<file path="config.mk">
export PLATFORM = sky130hd
export DESIGN_NAME = buffer_mode_ctrl_flat
export DESIGN_NICKNAME = d
export VERILOG_FILES = /design/src/rtl/buffer_mode_ctrl_if.sv /design/src/rtl/buffer_mode_ctrl.sv /design/src/flat_wrapper.sv
export SDC_FILE = /design/constraint.sdc
export NUM_CORES = 1
export LEC_CHECK = 0
export CORE_ASPECT_RATIO = 0.6
export CORE_UTILIZATION = 30
export CTS_BUF_LIST = sky130_fd_sc_hd__clkbuf_8
export CTS_CLUSTER_SIZE = 12
export DETAILED_ROUTE_END_ITERATION = 7
export PLACE_DENSITY = 0.48
export SETUP_SLACK_MARGIN = 0.1
export SLEW_MARGIN = 20
export SYNTH_ARGS = -nofsm -noshare
export SYNTH_HDL_FRONTEND = slang
export SYNTH_SLANG_ARGS = --single-unit
</file>
<file path="constraint.sdc">
create_clock -name clk -period 7.8 [get_ports clk]
set_input_delay 1.56 -clock clk [delete_from_list [all_inputs] [get_ports clk]]
set_output_delay 1.56 -clock clk [all_outputs]
set_load 0.02 [all_outputs]
</file>
<file path="src/rtl/buffer_mode_ctrl_if.sv">
// rtl/buffer_mode_ctrl_if.sv - Control, sample stream and side-band bundle for buffer_mode_ctrl
interface buffer_mode_ctrl_if #(
  parameter int WIDTH = 32,
  parameter int LEN_W = 16
);
  logic                    start;
  logic [2:0]              mode;
  logic [LEN_W-1:0]        length;
  logic                    in_valid;
  logic signed [WIDTH-1:0] in_data;
  logic                    in_ready;
  logic [1:0]              S5;
  logic [1:0]              S6;
  logic signed [WIDTH-1:0] buf_data;
  logic                    out_valid;
  logic                    out_last;
  logic                    busy;
  logic                    done;
  logic                    cfg_err;

  modport master (
    output start, mode, length, in_valid, in_data,
    input  in_ready, S5, S6, buf_data, out_valid, out_last, busy, done, cfg_err
  );

  modport slave (
    input  start, mode, length, in_valid, in_data,
    output in_ready, S5, S6, buf_data, out_valid, out_last, busy, done, cfg_err
  );
endinterface

</file>
<file path="src/rtl/buffer_mode_ctrl.sv">
// rtl/buffer_mode_ctrl.sv - Layer-mode sequencer feeding ControlBuffer with aligned valid/last side-band
module buffer_mode_ctrl #(
  parameter int WIDTH = 32,
  parameter int LEN_W = 16
) (
  input logic               clk,
  input logic               rst,
  buffer_mode_ctrl_if.slave bus
);
  // Deepest ControlBuffer delay; the side-band line must cover it.
  localparam int DEPTH = 54;

  typedef enum logic [2:0] {IDLE, LOAD, STREAM, DRAIN, DONE} state_t;
  state_t state_q, state_d;

  logic                    dec_legal;
  logic [1:0]              dec_s5;
  logic [1:0]              dec_s6;
  logic [5:0]              dec_tap;
  logic [LEN_W-1:0]        len_q;
  logic [LEN_W-1:0]        cnt_q;
  logic [5:0]              tap_q;
  logic [1:0]              s5_q;
  logic [1:0]              s6_q;
  logic signed [WIDTH-1:0] data_q;
  logic                    bv_q;
  logic                    bl_q;
  logic                    cfg_err_q;
  logic [DEPTH-1:0]        vld_sr;
  logic [DEPTH-1:0]        lst_sr;
  logic                    start_ok;
  logic                    start_bad;
  logic                    accept;
  logic                    last_accept;
  logic                    out_last_w;

  // Mode decode: delay selects plus the side-band tap index, which is D-1
  always_comb begin
    dec_legal = 1'b1;
    dec_s5    = 2'b00;
    dec_s6    = 2'b00;
    dec_tap   = 6'd20;
    case (bus.mode)
      3'd0: dec_tap = 6'd20;
      3'd1: begin dec_s5 = 2'b01; dec_tap = 6'd35; end
      3'd2: begin dec_s5 = 2'b10; dec_tap = 6'd53; end
      3'd3: begin dec_s6 = 2'b01; dec_tap = 6'd5;  end
      4'd4: begin dec_s6 = 2'b10; dec_tap = 6'd17; end
      3'd5: begin dec_s6 = 2'b11; dec_tap = 6'd20; end
      default: dec_legal = 1'b0;
    endcase
  end

  assign start_ok    = (state_q == IDLE) && bus.start && dec_legal && (bus.length != '0);
  assign start_bad   = (state_q == IDLE) && bus.start && !(dec_legal && (bus.length != '0));
  assign accept      = (state_q == STREAM) && bus.in_valid;
  assign last_accept = accept && ((cnt_q + LEN_W'(1)) == len_q);
  assign out_last_w  = lst_sr[tap_q];

  // State register
  always_ff @(posedge clk or posedge rst) begin
    if (rst) state_q <= IDLE;
    else     state_q <= state_d;
  end

  // Next-state: DRAIN waits for the last sample to reach the buffer output
  always_comb begin
    state_d = state_q;
    case (state_q)
      IDLE:    if (start_ok) state_d = LOAD;
      LOAD:    state_d = STREAM;
      STREAM:  if (last_accept) state_d = DRAIN;
      DRAIN:   if (out_last_w) state_d = DONE;
      DONE:    state_d = IDLE;
      default: state_d = IDLE;
    endcase
  end

  // Burst configuration latched on an accepted start; S5/S6 persist into IDLE
  always_ff @(posedge clk or posedge rst) begin
    if (rst) begin
      s5_q  <= 2'b00;
      s6_q  <= 2'b00;
      tap_q <= 6'd0;
      len_q <= '0;
      cnt_q <= '0;
    end else if (start_ok) begin
      s5_q  <= dec_s5;
      s6_q  <= dec_s6;
      tap_q <= dec_tap;
      len_q <= bus.length;
      cnt_q <= '0;
    end else if (accept) begin
      cnt_q <= cnt_q + LEN_W'(1);
    end
  end

  // Sample register into ControlBuffer; idle cycles push zeros with bv=0
  always_ff @(posedge clk or posedge rst) begin
    if (rst) begin
      data_q <= '0;
      bv_q   <= 1'b0;
      bl_q   <= 1'b0;
    end else begin
      data_q <= accept ? bus.in_data : '0;
      bv_q   <= accept;
      bl_q   <= last_accept;
    end
  end

  // Side-band delay line; flushed on a new burst so leftovers never hit a deeper tap
  always_ff @(posedge clk or posedge rst) begin
    if (rst) begin
      vld_sr <= '0;
      lst_sr <= '0;
    end else if (start_ok) begin
      vld_sr <= '0;
      lst_sr <= '0;
    end else begin
      vld_sr <= {vld_sr[DEPTH-2:0], bv_q};
      lst_sr <= {lst_sr[DEPTH-2:0], bl_q};
    end
  end

  // Rejected start reported one cycle later
  always_ff @(posedge clk or posedge rst) begin
    if (rst) cfg_err_q <= 1'b0;
    else     cfg_err_q <= start_bad;
  end

  assign bus.in_ready  = (state_q == STREAM);
  assign bus.busy      = (state_q == LOAD) || (state_q == STREAM) || (state_q == DRAIN);
  assign bus.done      = (state_q == DONE);
  assign bus.cfg_err   = cfg_err_q;
  assign bus.S5        = s5_q;
  assign bus.S6        = s6_q;
  assign bus.buf_data  = data_q;
  assign bus.out_valid = vld_sr[tap_q];
  assign bus.out_last  = out_last_w;
endmodule

</file>
<file path="src/flat_wrapper.sv">
// flat-port wrapper written by rule: the top's interface ports become plain ports
module buffer_mode_ctrl_flat 
#(
  parameter int WIDTH = 32,
  parameter int LEN_W = 16
)
  (clk, rst, bus_start, bus_mode, bus_length, bus_in_valid, bus_in_data, bus_in_ready, bus_S5, bus_S6, bus_buf_data, bus_out_valid, bus_out_last, bus_busy, bus_done, bus_cfg_err);
  buffer_mode_ctrl_if #(.WIDTH(WIDTH), .LEN_W(LEN_W)) bus_i ();
  input logic clk;
  input logic rst;
  input wire logic [$bits(bus_i.start)-1:0] bus_start;
  input wire logic [$bits(bus_i.mode)-1:0] bus_mode;
  input wire logic [$bits(bus_i.length)-1:0] bus_length;
  input wire logic [$bits(bus_i.in_valid)-1:0] bus_in_valid;
  input wire logic [$bits(bus_i.in_data)-1:0] bus_in_data;
  output wire logic [$bits(bus_i.in_ready)-1:0] bus_in_ready;
  output wire logic [$bits(bus_i.S5)-1:0] bus_S5;
  output wire logic [$bits(bus_i.S6)-1:0] bus_S6;
  output wire logic [$bits(bus_i.buf_data)-1:0] bus_buf_data;
  output wire logic [$bits(bus_i.out_valid)-1:0] bus_out_valid;
  output wire logic [$bits(bus_i.out_last)-1:0] bus_out_last;
  output wire logic [$bits(bus_i.busy)-1:0] bus_busy;
  output wire logic [$bits(bus_i.done)-1:0] bus_done;
  output wire logic [$bits(bus_i.cfg_err)-1:0] bus_cfg_err;
  assign bus_i.start = bus_start;
  assign bus_i.mode = bus_mode;
  assign bus_i.length = bus_length;
  assign bus_i.in_valid = bus_in_valid;
  assign bus_i.in_data = bus_in_data;
  assign bus_in_ready = bus_i.in_ready;
  assign bus_S5 = bus_i.S5;
  assign bus_S6 = bus_i.S6;
  assign bus_buf_data = bus_i.buf_data;
  assign bus_out_valid = bus_i.out_valid;
  assign bus_out_last = bus_i.out_last;
  assign bus_busy = bus_i.busy;
  assign bus_done = bus_i.done;
  assign bus_cfg_err = bus_i.cfg_err;
  buffer_mode_ctrl #(.WIDTH(WIDTH), .LEN_W(LEN_W)) u_core (.clk(clk), .rst(rst), .bus(bus_i));
endmodule
</file>
* Word-level counts from Yosys, hierarchy flattened
Cells that the tools add are included.
Operators by class: equal/unequal tests 13, magnitude comparators 1, reduce and logical (&&, ||, !) cells 16, multiplexer cells 17, add/subtract/negate cells 1
Operators by type and width (number):
- 54-bit 2-to-1 mux | 2
- 16-bit 2-to-1 mux | 2
- 32-bit 2-to-1 mux | 1
- 6-bit case mux with 4 select lines | 1
- 16-bit by 1-bit adder with 16-bit output (second input constant) | 1
- 16-bit == test | 1
- 16-bit nonzero test | 1
- 1-bit binary-select mux with 6-bit select | 2
- 3-bit by 2-bit == test with 1-bit output (second input constant) | 4
- 3-bit case mux with 4 select lines | 1
- 3-bit == test (second input constant) | 3
- 3-bit 2-to-1 mux | 3
- 1-bit logical AND | 7
- 6-bit by 7-bit < comparator with 1-bit output (second input constant) | 1
- 3-bit by 1-bit == test with 1-bit output (second input constant) | 2
- 3-bit logical NOT | 2
- 2-bit case mux with 3 select lines | 1
- 6-bit OR reduction | 1
- 2-bit by 1-bit inequality test with 1-bit output (second input constant) | 2
- 2-bit case mux with 2 select lines | 1
- 1-bit 2-to-1 mux | 3
- 3-bit AND reduction | 1
- 1-bit logical OR | 2
- 2-bit inequality test (second input constant) | 1
- other kinds (2) | 2
Word-level totals: bits of input ports 55, word-level logic and storage cells 60, output and inout bits 42, bits in registers 188

* Longest topological paths before layout
Gate-level depths: netlist (run 1).
depth in word-level cells 7, depth in mapped cells 9, mapped depth without buffers 7

* Least setup slack after synthesis (run 1)
Ideal clock, no wire load.
path type register -> output, start point register u_core.tap_q[0], end point output bus_out_valid, data required time 6.240 ns, buffers on the path 2, slack 4.316 ns, arrival time 1.924 ns, stages on the path, launching flop included 6, cell sequence dfrtp_1 -> buf_2 -> buf_6 -> mux4_2 -> mux4_2 -> mux2_2
Between the ends: cells in the longest elaborated chain, start to end 2
Ends and longest elaborated chain:
- start: declaration | RTL line buffer_mode_ctrl.sv:22 | logic [5:0] tap_q;
- start signal: assignment | RTL line buffer_mode_ctrl.sv:90 | tap_q <= dec_tap;
- 1-bit binary-select mux with 6-bit select | RTL line buffer_mode_ctrl.sv:138 | assign bus.out_valid = vld_sr[tap_q];
- 1-bit 2-to-1 mux (implied by the code) | RTL line buffer_mode_ctrl.sv:138
- end: declaration | RTL line flat_wrapper.sv:20 | output wire logic [$bits(bus_i.out_valid)-1:0] bus_out_valid;
No other way between the ends. The select of a mux whose other input is x is not followed.

* Worst setup path after layout (run 1)
Ends and elaborated chain as after synthesis.

==> results of run 1 <==
==> cell type report <==
| type | count | area [um^2] |
|---|---|---|
| multi-input cells | 408 | 2668 |
| flip-flops and latches | 187 | 4679 |
| clock inverters | 15 | 181.4 |
| well taps | 322 | 402.9 |
| repair buffers | 100 | 991.0 |
| clock buffers | 17 | 234.0 |
| inverters | 7 | 31.28 |
| fillers | 2400 | 15200 |
==> synth_stat cells (2+ instances only) <==
cell type and n:
and3_1 3, a311oi_1 2, a21o_1 3, nor2_1 26
nor3_1 7, nor2b_1 4, buf_1 4, nor3b_1 2
o21ai_0 11, and4_1 2, nand2_1 73, a21oi_1 11
nand2b_1 7, xnor2_1 22, and2_1 143, nand3_1 14
nand3b_1 5, nor4_1 6, or3_1 7, nand4_1 5
mux4_2 12, buf_2 9, clkbuf_1 20, inv_1 7
xor2_1 9, a31oi_1 3, o2111a_1 2, mux2_2 2
mux2i_1 12, dfrtp_1 187
==> cells by family (layout without fill, tap and decap cells) <==
| logic type | Yosys count | count (layout) |
|---|---|---|
| adders and majority gates | 1 | 1 |
| buffers and inverters | 41 | 139 |
| xor gates and xnor gates | 31 | 31 |
| muxes | 26 | 26 |
| DFF | 187 | 187 |
| and+or+nand+nor | 308 | 308 |
| AOI/OAI and AO/OA | 42 | 42 |
==> final timing paths <==
path | endpoint | slack [ns] | cells past startpoint
max reg2reg | u_core.state_q[0] | 5.23 | 5
max | bus_out_valid | 2.86 | 4
min in group asynchronous | u_core.lst_sr[10] | 1.53 | 2
min | u_core.lst_sr[13] | 0.45 | 1
max in group asynchronous | u_core.lst_sr[7] | 5.03 | 3
min reg2reg | u_core.lst_sr[13] | 0.45 | 1
==> flip-flops by register name, indices dropped and copies added (netlist names), 2 cells and up <==
| signal | count |
|---|---|
| u_core.tap_q | 5 |
| u_core.state_q | 3 |
| u_core.bus.buf_data | 32 |
| u_core.lst_sr | 54 |
| u_core.bus.S6 | 2 |
| u_core.bus.S5 | 2 |
| u_core.len_q | 16 |
| u_core.vld_sr | 54 |
| u_core.cnt_q | 16 |
==> cell usage in the layout, fill, tap and decap left out, drive strengths merged, types with 2 or more instances in the layout <==
cell and count:
o2111a 2, nor2 26, nor4 6, and4 2, nor3b 2, xnor2 22
nand3 14, nand2 73, nor3 7, nor2b 4, clkinv 5, a311oi 2
buf 4, a21o 3, mux2i 12, and2 143, clkbuf 17, mux4 12
xor2 9, or3 7, dfrtp 187, a21oi 11, nand4 6, nand3b 5
clkdlybuf4s50 96, and3 3, a31oi 3, inv 15, mux2 2, nand2b 7
o21ai 11
==> metal layers <==
layer,global-route usage [%],part of all wire (%),vias up
met5,0,0,-
met4,4.109,0.99,0
met3,5.756,6.6,14
met2,16.58,37,104
met1,22.44,56,2377
li1,-,-,2268
==> power by group through the flow <==
stage / clock network, mW / logic, mW / registers, mW
6_report: 0.667 / 0.198 / 1.04
5_1_grt: 0.739 / 0.219 / 1.05
4_1_cts: 0.700 / 0.200 / 1.04
3_5_place_dp: 0 / 0.199 / 1.06
3_3_place_gp: 0 / 0.196 / 1.06
2_1_floorplan: 0 / 0.126 / 1.05
==> metrics by stage <==
| step | std cells | instance area, um^2 | utilization, % |
|---|---|---|---|
| after floorplan | 636 | 7510 | - |
| after global placement | 1024 | 8772 | 35.97 |
| after detailed placement | 1024 | 8772 | 35.97 |
| after CTS | 1056 | 9188 | 37.67 |
| after global routing | 1056 | 9188 | 37.67 |
| final | 1056 | 9188 | 37.67 |
==> flow_summary.json, run 1 <==
{
  "hpwl_um": 10750,
  "rows": 44,
  "critical_path_class": "flip-flop to output port",
  "yosys-mux-area-fraction_pct": 5.498,
  "cts_tree": "yes",
  "drive_gt1_share_pct": 7.766,
  "viasPerCell": 4.510,
  "p_clk_share_pct": 34.9,
  "post_cts_resized": 0,
  "min_path_type": "flip-flop to flip-flop",
  "post_drt_wl_per_cell_um": 15.46,
  "clkTransAtPathRegs_ns": 0.11,
  "clock_path_buffers": 2,
  "worst_slew_pin_slew_ns": 0.9339,
  "ir_worst_vdd_uv": 105.7,
  "synth-async-reset-ratio_pct": 100.0,
  "synth-seq-area-share_pct": 62.31,
  "io_buffer_count": 96,
  "crit_chain": "mux4_2 > mux4_2 > mux2_2 > clkdlybuf4s50_1",
  "leakage_nw": 4.086,
  "dp_slack_ns": 3.136,
  "clkLatencyLatePin_ns": 0.49,
  "synth_top_cell_by_area": "dfrtp_1",
  "first_iter_violations": 355,
  "start_kind": "flip-flop",
  "arrival_ns": 3.38,
  "synth_adder_area_share_pct": 0.1666,
  "grt_pass1_vias": 4926,
  "clock-sinks": 187,
  "total_power_mw": 1.908,
  "fin_crit_ns": 4.940,
  "coreArea_mm2": 0.02439,
  "cp_num_buf_inv": 1,
  "min_period_over_period_pct": 63.34,
  "firstDrtPassIters": 6,
  "initial_core_util_pct": 30.79,
  "synth_compound_area_share_pct": 3.765,
  "synth_nets": 692,
  "antenna_left": 0,
  "grt-ovfl-total": 0,
  "path_common_cell": "mux4_2",
  "postCtsSetupBuffers": 0,
  "critPathMaxStageDelay_ns": 0.92,
  "slowest_stage": "dfrtp_1",
  "cts_made_buffers": 17,
  "worstSetupEndpointType": "output port",
  "synth_top_cells_by_area": "dfrtp_1 62%, and2_1 12%, nand2_1 3.6%, mux4_2 3.6%, xnor2_1 2.6%",
  "antenna_cells": 0,
  "hold_ws_ns": 0.4458,
  "slew_violations": 0,
  "cp-startpoint": "u_core.tap_q[0]",
  "synth_edf_count": 0,
  "hold_violations": 0,
  "yosys.area_share.simple_pct": 22.34,
  "drt-total-wl_um": 16320,
  "sw_frac_of_total_pct": 28.02,
  "synth_top_area_share_pct": 62.31,
  "via_count": 4763,
  "crit_path_max_fanout": 15,
  "syn_inst": 636,
  "die-height_um": 124.6,
  "crit_family": "multiplexers",
  "antenna_found_initial": 0,
  "ios": 97,
  "rsz0062_at_grt": "false",
  "avgSynthCellArea_um2": 11.81,
  "fmax_mhz": 202.4,
  "tns_ns": 0,
  "htreeDepth": 4,
  "grt.total_usage_pct": 14.07,
  "violations": "DRC",
  "comb_power_share_pct": 10.4,
  "sequentialPowerShare_pct": 54.7,
  "synth_top_family_by_area": "simple AND/OR/NAND/NOR gates",
  "relSlewSlack_pct": 37.74,
  "clock_skew_ns": 0.01014,
  "worst_slack_ns": 2.860,
  "ys_types": 46,
  "synthFlopType": "dfrtp_1",
  "final_nets": 777,
  "syn_to_final_growth_pct": 22.34,
  "cp_data_required_time_ns": 6.24,
  "die_w_um": 206.3,
  "synth-seq-cells": 187,
  "r2r-start": "u_core.tap_q[0]",
  "netlist_area_mm2": 0.007510,
  "drc": 6,
  "synth_warnings": 0,
  "power.switching_uw": 534.7,
  "gp_congestion": 0.8800,
  "cap_violations": 0,
  "hold_buffers": 0,
  "grt_max_degree": 121,
  "grt_pass1_wl_um": 27480,
  "setup_violations": 0,
  "die_area_mm2": 0.02569,
  "outcome": "finished with violations",
  "root_buffer": "clkbuf_8",
  "synth-xor-area-share_pct": 3.615,
  "internal_power_mw": 1.374,
  "powerDensity_mw_per_mm2": 207.7,
  "min-delay-start": "u_core.lst_sr[12]"
}
Note: power is estimated with default switching activity, not from simulation.
==> inputs of run 2 (changes only) <==
Settings changed: PLACE_DENSITY 0.48 to 0.49.
Clock period 7.8 ns to 4.3 ns, I/O delays scaled along.
==> flow_summary.json, run 2 (synthesized netlist as in run 1, its figures left out) <==
{
  "slowest_stage": "dfrtp_1",
  "antenna_cells": 0,
  "drive_gt1_share_pct": 8.266,
  "clock_path_buffers": 2,
  "antenna_found_initial": 1,
  "critical_path_class": "flip-flop to output port",
  "fmax_mhz": 256.0,
  "syn_to_final_growth_pct": 23.34,
  "die-height_um": 124.6,
  "grt.total_usage_pct": 13.36,
  "grt_pass1_wl_um": 26480,
  "relSlewSlack_pct": 46.46,
  "powerDensity_mw_per_mm2": 374.8,
  "ir_worst_vdd_uv": 178.6,
  "clkTransAtPathRegs_ns": 0.11,
  "cts_made_buffers": 17,
  "reg2reg_depth": 8,
  "start_kind": "flip-flop",
  "arrival_ns": 3.05,
  "tns_ns": 0,
  "hold_ws_ns": 0.4503,
  "grt_max_degree": 111,
  "die_area_mm2": 0.02569,
  "hold_violations": 0,
  "hold_depth": 1,
  "initial_core_util_pct": 30.79,
  "drc": 4,
  "clock-sinks": 187,
  "grt_pass1_vias": 4801,
  "htreeDepth": 4,
  "drt-total-wl_um": 15910,
  "clock_skew_ns": 0.01485,
  "crit_family": "multiplexers",
  "outcome": "finished with violations",
  "r2r_slack_ns": 1.97,
  "rows": 44,
  "via_count": 4721,
  "grt-ovfl-total": 0,
  "hold_buffers": 0,
  "layout_commonest_cell": "dfrtp_1",
  "fin_util_pct": 37.98,
  "setup_violations": 0,
  "crit_path_max_fanout": 19,
  "cp_num_buf_inv": 1,
  "final_nets": 781,
  "hold_path_end": "u_core.lst_sr[16]",
  "violations": "DRC",
  "cts_tree": "yes",
  "placed_area_mm2": 0.008833,
  "worst_slew_pin_slew_ns": 0.8014,
  "total_power_mw": 3.472,
  "gp_congestion": 0.8289,
  "min_path_type": "flip-flop to flip-flop",
  "fillers": 2336,
  "root_buffer": "clkbuf_8",
  "cp_data_required_time_ns": 3.44,
  "min_period_over_period_pct": 90.85,
  "first_iter_violations": 305,
  "reg2reg_to": "u_core.state_q[0]",
  "crit_chain": "mux4_2 > mux4_2 > mux2_2 > clkdlybuf4s50_1",
  "fin_crit_ns": 3.907,
  "critPathMaxStageDelay_ns": 0.86,
  "worstSetupEndpointType": "output port",
  "leakage_nw": 4.111,
  "clkLatencyLatePin_ns": 0.48,
  "min-delay-start": "u_core.lst_sr[15]",
  "firstDrtPassIters": 7,
  "slew_violations": 0,
  "post_drt_wl_per_cell_um": 15.01,
  "viasPerCell": 4.454,
  "io_buffer_count": 96,
  "path_common_cell": "mux4_2",
  "coreArea_mm2": 0.02439,
  "r2r-start": "u_core.state_q[0]",
  "ios": 97,
  "die_w_um": 206.3,
  "cap_violations": 0,
  "final_cell_mix": "186 x dfrtp_1, 143 x and2_1, 96 x clkdlybuf4s50_1",
  "hpwl_um": 10770,
  "antenna_left": 0,
  "rsz0062_at_grt": "false",
  "final_area_mm2": 0.009263
}
[run 2: cell types whose count changed in the layout (fill, tap and decap cells not counted), sizes merged]
cell | previous run | this run
inv | 15 | 10
buf | 4 | 8
clkinv | 5 | 8
clkbuf | 17 | 18
clkinvlp | 1 | 2
[run 2: how the worst max path moves through the flow]
stage	endpoint	start	slack, ns	depth (start not counted)
3_5_place_dp	bus_out_valid	u_core.tap_q[0]	0.68	4
6_report	bus_out_valid	u_core.tap_q[1]	0.39	4
5_1_grt	bus_out_valid	u_core.tap_q[1]	0.25	4
3_3_place_gp	bus_out_valid	u_core.tap_q[0]	0.73	4
4_1_cts	bus_out_valid	u_core.tap_q[0]	0.12	4
2_1_floorplan	u_core.bl_q	rst	1.03	1
[run 2: stage by stage]
stage          setup slack, ns  std cells
6_report                0.3934       1060
5_1_grt                 0.2482       1060
4_1_cts                 0.1184       1060
3_5_place_dp            0.6804       1028
3_3_place_gp            0.7264       1028
2_1_floorplan            1.034        636
[run 2: routing by layer]
layer | up-vias | GRT usage [%] | routed length [um]
met3 | 17 | 4.945 | 989
met1 | 2355 | 21.20 | 8795
met4 | 0 | 3.676 | 188
met5 | - | 0 | 0
li1 | 2261 | - | -
met2 | 88 | 16.38 | 5939
[run 2: final cells by class]
class                           count  area (um^2)  share of cell area [%]
Clock buffer                       18        247.7                   2.675
Clock inverter                     14        180.2                   1.945
Inverter                            7        30.03                  0.3242
Multi-Input combinational cell    408         2663                   28.75
Sequential cell                   187         4681                   50.53
Tap cell                          322        402.9                   4.350
Timing Repair Buffer              104         1059                   11.43
[run 2: timing repair]
| action | CTS | global route |
|---|---|---|
| buffers inserted | 0 | 0 |
| resized for setup | 0 | 1 |
| setup endpoints to repair | 0 | 1 |
[run 2: power by group]
part | total, mW | internal, mW | switching, mW
combinational | 0.361 | 0.179 | 0.181
clock | 1.22 | 0.509 | 0.712
sequential | 1.89 | 1.82 | 0.0678
